[src/rtl/dsram_arbiter.sv]
// dsram_arbiter
//
// Arbitrates the single data-SRAM port between instruction fetch (IF, read
// only) and the load/store path (LS). One transaction is in flight at a time:
// the winning request's payload is latched, driven on the memory port until
// mem_ack or timeout, and the response is returned to the owner as a
// registered one-cycle rvalid pulse.
//
// LS normally wins a simultaneous request. A streak counter tracks LS wins
// while IF is waiting. Once it reaches STARVE_LIMIT, the next contended
// grant goes to IF.
//
// Ports:
//   clk, rst        clock and synchronous active-high reset
//   if_req/if_addr  IF read request and address (held until if_gnt)
//   if_gnt          combinational grant to IF (IDLE only)
//   if_rvalid/if_rdata  registered response to IF
//   ls_req/ls_we/ls_addr/ls_wdata/ls_wstrb  LS request and payload
//   ls_gnt          combinational grant to LS (IDLE only)
//   ls_rvalid/ls_rdata  registered completion to LS (rdata 0 for stores)
//   mem_req/mem_we/mem_addr/mem_wdata/mem_wstrb  registered memory request
//   mem_ack/mem_rdata  memory completion and read data
//   bus_err         registered one-cycle pulse on timeout abort

module dsram_arbiter #(
    parameter int AW           = 64,
    parameter int DW           = 64,
    parameter int STARVE_LIMIT = 4,
    parameter int TIMEOUT      = 255
) (
    input  logic            clk,
    input  logic            rst,

    input  logic            if_req,
    input  logic [AW-1:0]   if_addr,
    output logic            if_gnt,
    output logic            if_rvalid,
    output logic [DW-1:0]   if_rdata,

    input  logic            ls_req,
    input  logic            ls_we,
    input  logic [AW-1:0]   ls_addr,
    input  logic [DW-1:0]   ls_wdata,
    input  logic [DW/8-1:0] ls_wstrb,
    output logic            ls_gnt,
    output logic            ls_rvalid,
    output logic [DW-1:0]   ls_rdata,

    output logic            mem_req,
    output logic            mem_we,
    output logic [AW-1:0]   mem_addr,
    output logic [DW-1:0]   mem_wdata,
    output logic [DW/8-1:0] mem_wstrb,
    input  logic            mem_ack,
    input  logic [DW-1:0]   mem_rdata,

    output logic            bus_err
);

    localparam int SW = ($clog2(STARVE_LIMIT + 1) > 3) ? $clog2(STARVE_LIMIT + 1) : 3;
    localparam logic [SW-1:0] STREAK_MAX = SW'(STARVE_LIMIT);
    // The counter holds the number of completed busy cycles. Expiry is
    // therefore the TIMEOUT-th busy cycle, when the count equals TIMEOUT-1.
    localparam logic [7:0]    WAIT_LAST  = 8'(TIMEOUT - 1);

    typedef enum logic [1:0] {
        IDLE    = 2'd0,
        BUSY_IF = 2'd1,
        BUSY_LS = 2'd2
    } state_t;

    state_t        state_reg;
    logic [SW-1:0] streak_reg;
    logic [7:0]    wait_cnt_reg;

    // Grants are combinational so the requester sees its grant in the same
    // cycle it asserts req. They are forced low during reset.
    always_comb begin
        if_gnt = 1'b0;
        ls_gnt = 1'b0;
        if (!rst && state_reg == IDLE) begin
            if (if_req && (!ls_req || streak_reg == STREAK_MAX)) begin
                if_gnt = 1'b1;
            end else if (ls_req) begin
                ls_gnt = 1'b1;
            end
        end
    end

    always_ff @(posedge clk) begin
        if (rst) begin
            state_reg    <= IDLE;
            streak_reg   <= '0;
            wait_cnt_reg <= '0;
            mem_req      <= 1'b0;
            mem_we       <= 1'b0;
            mem_addr     <= '0;
            mem_wdata    <= '0;
            mem_wstrb    <= '0;
            if_rvalid    <= 1'b0;
            if_rdata     <= '0;
            ls_rvalid    <= 1'b0;
            ls_rdata     <= '0;
            bus_err      <= 1'b0;
        end else begin
            // Response strobes are single-cycle pulses by default.
            if_rvalid <= 1'b0;
            ls_rvalid <= 1'b0;
            bus_err   <= 1'b0;

            case (state_reg)
                IDLE: begin
                    if (if_gnt) begin
                        state_reg    <= BUSY_IF;
                        mem_req      <= 1'b1;
                        mem_we       <= 1'b0;
                        mem_addr     <= if_addr;
                        mem_wdata    <= '0;
                        mem_wstrb    <= '0;
                        wait_cnt_reg <= '0;
                        streak_reg   <= '0;
                    end else if (ls_gnt) begin
                        state_reg    <= BUSY_LS;
                        mem_req      <= 1'b1;
                        mem_we       <= ls_we;
                        mem_addr     <= ls_addr;
                        mem_wdata    <= ls_wdata;
                        mem_wstrb    <= ls_wstrb;
                        wait_cnt_reg <= '0;
                        // Only LS wins that leave IF waiting count toward
                        // starvation. An uncontended LS grant restarts it.
                        if (!if_req) begin
                            streak_reg <= '0;
                        end else if (streak_reg != STREAK_MAX) begin
                            streak_reg <= streak_reg + 1'b1;
                        end
                    end
                end

                BUSY_IF, BUSY_LS: begin
                    // An ack in the expiry cycle wins over the timeout.
                    if (mem_ack) begin
                        state_reg <= IDLE;
                        mem_req   <= 1'b0;
                        if (state_reg == BUSY_IF) begin
                            if_rvalid <= 1'b1;
                            if_rdata  <= mem_rdata;
                        end else begin
                            ls_rvalid <= 1'b1;
                            ls_rdata  <= mem_we ? '0 : mem_rdata;
                        end
                    end else if (wait_cnt_reg == WAIT_LAST) begin
                        state_reg <= IDLE;
                        mem_req   <= 1'b0;
                        bus_err   <= 1'b1;
                        if (state_reg == BUSY_IF) begin
                            if_rvalid <= 1'b1;
                            if_rdata  <= '0;
                        end else begin
                            ls_rvalid <= 1'b1;
                            ls_rdata  <= '0;
                        end
                    end else begin
                        wait_cnt_reg <= wait_cnt_reg + 1'b1;
                    end
                end

                default: begin
                    state_reg <= IDLE;
                    mem_req   <= 1'b0;
                end
            endcase
        end
    end

endmodule

[config.mk]
export PLATFORM = sky130hd
export DESIGN_NAME = dsram_arbiter
export DESIGN_NICKNAME = d
export VERILOG_FILES = /design/src/rtl/dsram_arbiter.sv
export SDC_FILE = /design/constraint.sdc
export NUM_CORES = 1
export LEC_CHECK = 0
export CORE_AREA = 8 8 204 206
export CTS_CLUSTER_DIAMETER = 120
export DETAILED_ROUTE_END_ITERATION = 6
export DIE_AREA = 0 0 212 214
export DONT_BUFFER_PORTS = 1
export PLACE_DENSITY_LB_ADDON = 0.25
export SYNTH_ARGS = -nofsm -noshare
export SYNTH_HDL_FRONTEND = slang
export SYNTH_SLANG_ARGS = --single-unit
[constraint.sdc]
create_clock -name clk -period 2.1 [get_ports clk]
set_input_delay 0.63 -clock clk [delete_from_list [all_inputs] [get_ports clk]]
set_output_delay 0.63 -clock clk [all_outputs]
set_load 0.02 [all_outputs]
After elaboration in Yosys (flattened, before gate mapping)
Index checks and enable logic that the tools add are counted.

operators by class
  add/sub/neg operators = 2
  eq/ne operators = 10
  muxes and demuxes = 48
  bitwise gates (word level) = 2
  reduce and logical (&&, ||, !) cells = 18

operators with widths
  operator                                               count
  two-way mux 64 bit                                     13
  two-way mux 8 bit                                      6
  two-way mux 1 bit                                      18
  one-hot mux 8 bit (2 select lines)                     1
  two-way mux 3 bit                                      4
  inequality test 3 bit, second input constant           3
  AND reduction 3 bit                                    3
  adder 8 x 1 -> 8 bit, second input constant            1
  == test 8 bit, second input constant                   1
  two-way mux 2 bit                                      4
  nonzero test 2 bit                                     3
  inequality test 2 bit, second input constant           2
  one-hot mux 2 bit (2 select lines)                     1
  AND reduction 2 bit                                    2
  AND reduction 4 bit                                    1
  OR reduction 2 bit                                     2
  adder 3 x 1 -> 3 bit, second input constant            1
  == test 3 bit, second input constant                   1
  inequality test 3 x 1 -> 1 bit, second input constant  1
  OR reduction 3 bit                                     1
  == test 2 x 1 -> 1 bit, second input constant          1
  == test 2 bit, second input constant                   1
  logical AND 1 bit                                      2
  zero test 1 bit                                        2
  other kinds (4)                                        5

word-level totals
  flip-flop bits (word level) = 282
  bits of input ports = 270
  output and inout bits = 271

Logic depth before layout (Yosys ltp)
  depth after elaboration = 8
  gate-level depth with buffers = 9
  gate-level depth less buffers = 7

Worst setup path before layout
Ideal clock, no wire load.

  path kind = input-to-output
  start = input port rst
  end = output port ls_gnt
  data arrival time = 1,496 ps
  data required time = 1,470 ps
  slack = -26 ps
  stages on the path = 4
  path buffers = 2
  cells stage by stage = buf_2 > nand3b_1 > a31oi_1 > buf_2

on the way
  cells in the longest elaborated chain, start to end = 3

RTL lines
  item               RTL line  RTL
  start, declared    32        input logic rst,
  zero test 1 bit    81        if (!rst && state_reg == IDLE) begin
  logical AND 1 bit  81
  two-way mux 1 bit  81
  end, declared      45        output logic ls_gnt,

No other way between the ends.

Worst setup path after layout
  start = register state_reg[1]
  end = output port ls_gnt

on the way
  cells in the longest elaborated chain, start to end = 3

RTL lines
  item                    RTL line  RTL
  start, declared         72        state_t state_reg;
  start signal, assigned  92        state_reg <= IDLE;
  start signal, assigned  114       state_reg <= BUSY_IF;
  start signal, assigned  123       state_reg <= BUSY_LS;
  zero test 2 bit         81
  logical AND 1 bit       81
  two-way mux 1 bit       81

No other way between the ends.

==> flow_results.org <==
** Status
- Outcome :: finished with violations
- The final reports fail on setup timing.

** Global route
- The first global-routing pass estimated 50.8 mm of wire.
- For this run the aggregate overflow at the end of global routing stands at 0.
- The via count of the first global-routing pass came to 7709.
- Number of antenna violations at the first check in global routing :: 0
- Entering global routing, the biggest net connects 125 pins.
- In the global route stage, overall resource usage came out at 0.141.

** Timing
- Maximum operating frequency :: 0.435 GHz
- Across all hold checks on the routed design, the worst slack comes to 0.160 ns.
- The total count of hold-check failures in the final report was 0.
- Max transition margin :: 0.671
- Worst Max-Slew Pin Slew :: 0.491 ns
- Counting I/O delays and the setup requirement, the final critical path takes 2.30 ns.
- Setup repair after global routing could not meet its margin everywhere.
- Number of max-slew violations in the final report :: 0
- Setup violations remaining at the end of the flow were counted as 2.
- Once routing completed, OpenROAD measured the worst setup slack at -0.200 ns.
- Dividing the final minimum period by the clock period gives 1.10.
- Worst clock skew :: 0.00653 ns

** Logic synthesis
- EDFF count, synth :: 0
- Number of different library cells in the post-synthesis netlist :: 49
- Cell area after technology mapping :: 10000 sq um
- Cell type with the largest total area after synthesis :: dfxtp_1
- In the synthesized netlist, the number of instances is 1016.
- During synthesis, Yosys emitted a total of 0 warnings.
- In the synthesized netlist the dominant register cell turns out to be dfxtp_1.
- Sequential-to-total area share from yosys stat :: 0.564
- In this run, synthesis produced a sequential element count of 282.
- Synth area leaders :: dfxtp_1 56%, a22o_1 11%, nand2_1 6.8%
- Synth top area share :: 0.564
- Total nets after synthesis :: 1292
- Synthesized area per cell :: 9.85 sq um
- Post-synthesis async set-or-reset flop share :: 0

** Detailed routing
- Summing over every cut layer, the via total after detailed routing is 7802.
- Via count normalized by instance count :: 5.04
- For this run, design rule violations remaining after detail routing come to 0.
- DRC violation total after the first TritonRoute iteration :: 665
- After detailed routing, the average wire length per cell comes to 22.7 um.
- Wires add up to 35.1 mm.
- TritonRoute pass-1 iters :: 5
- The detail route stage leaves a number of antenna-violating nets equal to 0.

** Critical path
- The critical path in this run is classified as flop to output pin.
- CP endpoint kind :: output pin
- Data on the critical path arrives at its endpoint at 1.67 ns.
- In this run the register-to-register setup slack is 0.13 ns.
- STA puts the critical path data required time at 1.47 ns.
- CP Launch Type :: flop
- In this run the critical register-to-register path is launched from streak_reg[1].
- Launching element of the worst setup path :: state_reg[1]
- For the worst flop-to-flop path, the logic depth is 10.
- In this run the worst path has a maximum fanout of 7.

** Pwr
- Cell internal power was estimated by the tool at 0.00963 W.
- Net switching power :: 0.00349 W
- IR analysis of the VDD net gives a maximum drop of 0.566 mV.
- Reported leakage power :: 4.37 nW
- The share of total power dissipated in the clock network is 0.432.
- Of the total power, registers draw 0.482.
- The share of total power dissipated in combinational logic is 0.085.
- Switching Fraction :: 0.266
- In this run the power density over the cells is 1100 nW/um^2.

** Finish
- Leaving out fill and tap cells, the most frequent cell in the layout is dfxtp_1.
- After routing the design area is 11900 sq um.
- Leaving out fill and tap cells, the most frequent cells in the layout are 279 x dfxtp_1, 182 x nand2_1, 129 x a22o_1.
- Area growth, synth to finish :: 19.2%
- Of the cells placed in the final design, the portion with a size suffix greater than 1 is 0.123.
- The final layout contains 1284 nets.
- In the final layout, flip-flops and latches occupy 5650 sq um.
- Utilization of the core after routing :: 0.312
- In the final layout, the multi-input gates occupy 3950 sq um.
- The number of antenna diodes in the final layout is 0.
- Layout filler cell count :: 3980

** Worst hold path
- Hold_sp :: mem_ack
- Counting instances, the worst hold path has a depth of 1.
- The path class of the tightest hold or removal check is primary input to flop.

** Floorplanning
- 541 I/O pins were placed.
- Die Wd :: 212 um
- Core region area :: 38300 sq um
- The floorplan has 72 rows.
- Die ar. :: 45400 sq um
- Die H :: 214 um
- The initial utilization of the core area, before any placement, comes to 0.261.

** Clocking
- The later pin in the worst-skew pair is clocked with a latency of 0.56 ns.
- CTS tree :: built
- In this run the number of H-tree levels came out at 1.
- Post-cts hold buffer count :: 0
- The clock passes through at most 3 buffers.
- After clock tree synthesis, the clock-pin slew on the worst setup and hold paths is 0.06 ns.
- The clock drives 282 sinks.
- Num CTS Buffers :: 29
- Clock tree root buffer cell :: clkbuf_16

** Place
- Once detailed placement completed, the half-perimeter wirelength came to 25.1 mm.
- During placement, the flow inserted port buffers numbering 0.
- The congestion estimate from routability-driven global placement came to 0.796.
- The placed instances occupy a cell area of 10700 sq um.

** Run
- Across the run, the number of max-cap violations was 0.
-- what timing repair did --
item                                   in CTS  in global routing
pin swaps                                   5                  1
endpoints found under the hold margin       0                  0
buffers inserted                            8                  2
gates cloned                                2                  0
setup endpoints to repair                   2                  4
resized for setup                          15                  1
-- critical path: stages, from the launching register on --
cell and delay (ns):
dfxtp_1 0.31, inv_2 0.08, ha_4 0.15, nand3b_1 0.15, a31oi_4 0.22, buf_12 0.17
-- cell type report --
class | instances | area share
clock buffers | 36 | 0.0672
clock inverters | 17 | 0.0225
inverters | 9 | 0.00315
multi-input cells | 637 | 0.331
flip-flops and latches | 282 | 0.474
well taps | 518 | 0.0543
repair buffers | 49 | 0.0479
-- metal layers --
metal  vias to the layer above  wire length [um]  global-route usage
met5                         -                 0                   0
met4                         0               766              0.0436
met3                        47              4510              0.0614
met2                       420             16800               0.239
met1                      3677             13000               0.156
li1                       3658                 -                   -
-- per-stage QoR --
step | setup WS (ns) | power (W) | cells | TNS, ns
floorplan | 0.0141 | 0.00711 | 1016 | 0
global placement | 0.174 | 0.00749 | 1484 | 0
detailed placement | 0.0804 | 0.00750 | 1484 | 0
CTS | -0.190 | 0.0133 | 1546 | -0.358
global route | -0.266 | 0.0136 | 1548 | -0.451
finish | -0.200 | 0.0131 | 1548 | -0.336
-- power groups by stage --
stage | clock network, W | logic [W] | registers (W)
after floorplan | 0 | 0.000791 | 0.00632
after global placement | 0 | 0.00102 | 0.00647
after detailed placement | 0 | 0.00105 | 0.00645
after CTS | 0.00582 | 0.00112 | 0.00634
after global routing | 0.00604 | 0.00123 | 0.00637
final | 0.00567 | 0.00112 | 0.00633
-- cell usage after synthesis (2+ instances only) --
master / n
o21a_1: 2
and2_1: 3
a32o_1: 2
nor2_1: 119
a22oi_1: 48
nor2b_1: 3
a21oi_1: 31
buf_6: 12
a41oi_1: 4
buf_4: 2
ha_1: 6
nand2_1: 182
a31oi_2: 2
inv_1: 9
nor3_1: 3
a22o_1: 129
buf_1: 8
a311oi_1: 63
nand3_1: 5
o32ai_1: 2
o21ba_2: 2
buf_2: 38
o21ai_0: 3
and3_1: 3
o21ai_1: 2
dfxtp_1: 282
a31oi_1: 2
clkbuf_1: 28
-- path summary, 6_finish.rpt --
| kind | to |
|---|---|
| max reg2reg | mem_addr[11] |
| min | bus_err |
| max | ls_gnt |
| min reg2reg | wait_cnt_reg[6] |
-- cell families (layout without fill, tap and decap cells) --
logic type      after synthesis  count (layout)  synth area share
simple gates                329             329             0.132
compound gates              302             302             0.246
flops                       282             282             0.564
buf+inv                      97             111            0.0509
fa+ha+maj                     6               6           0.00750
(Power assumes the default switching activity.)
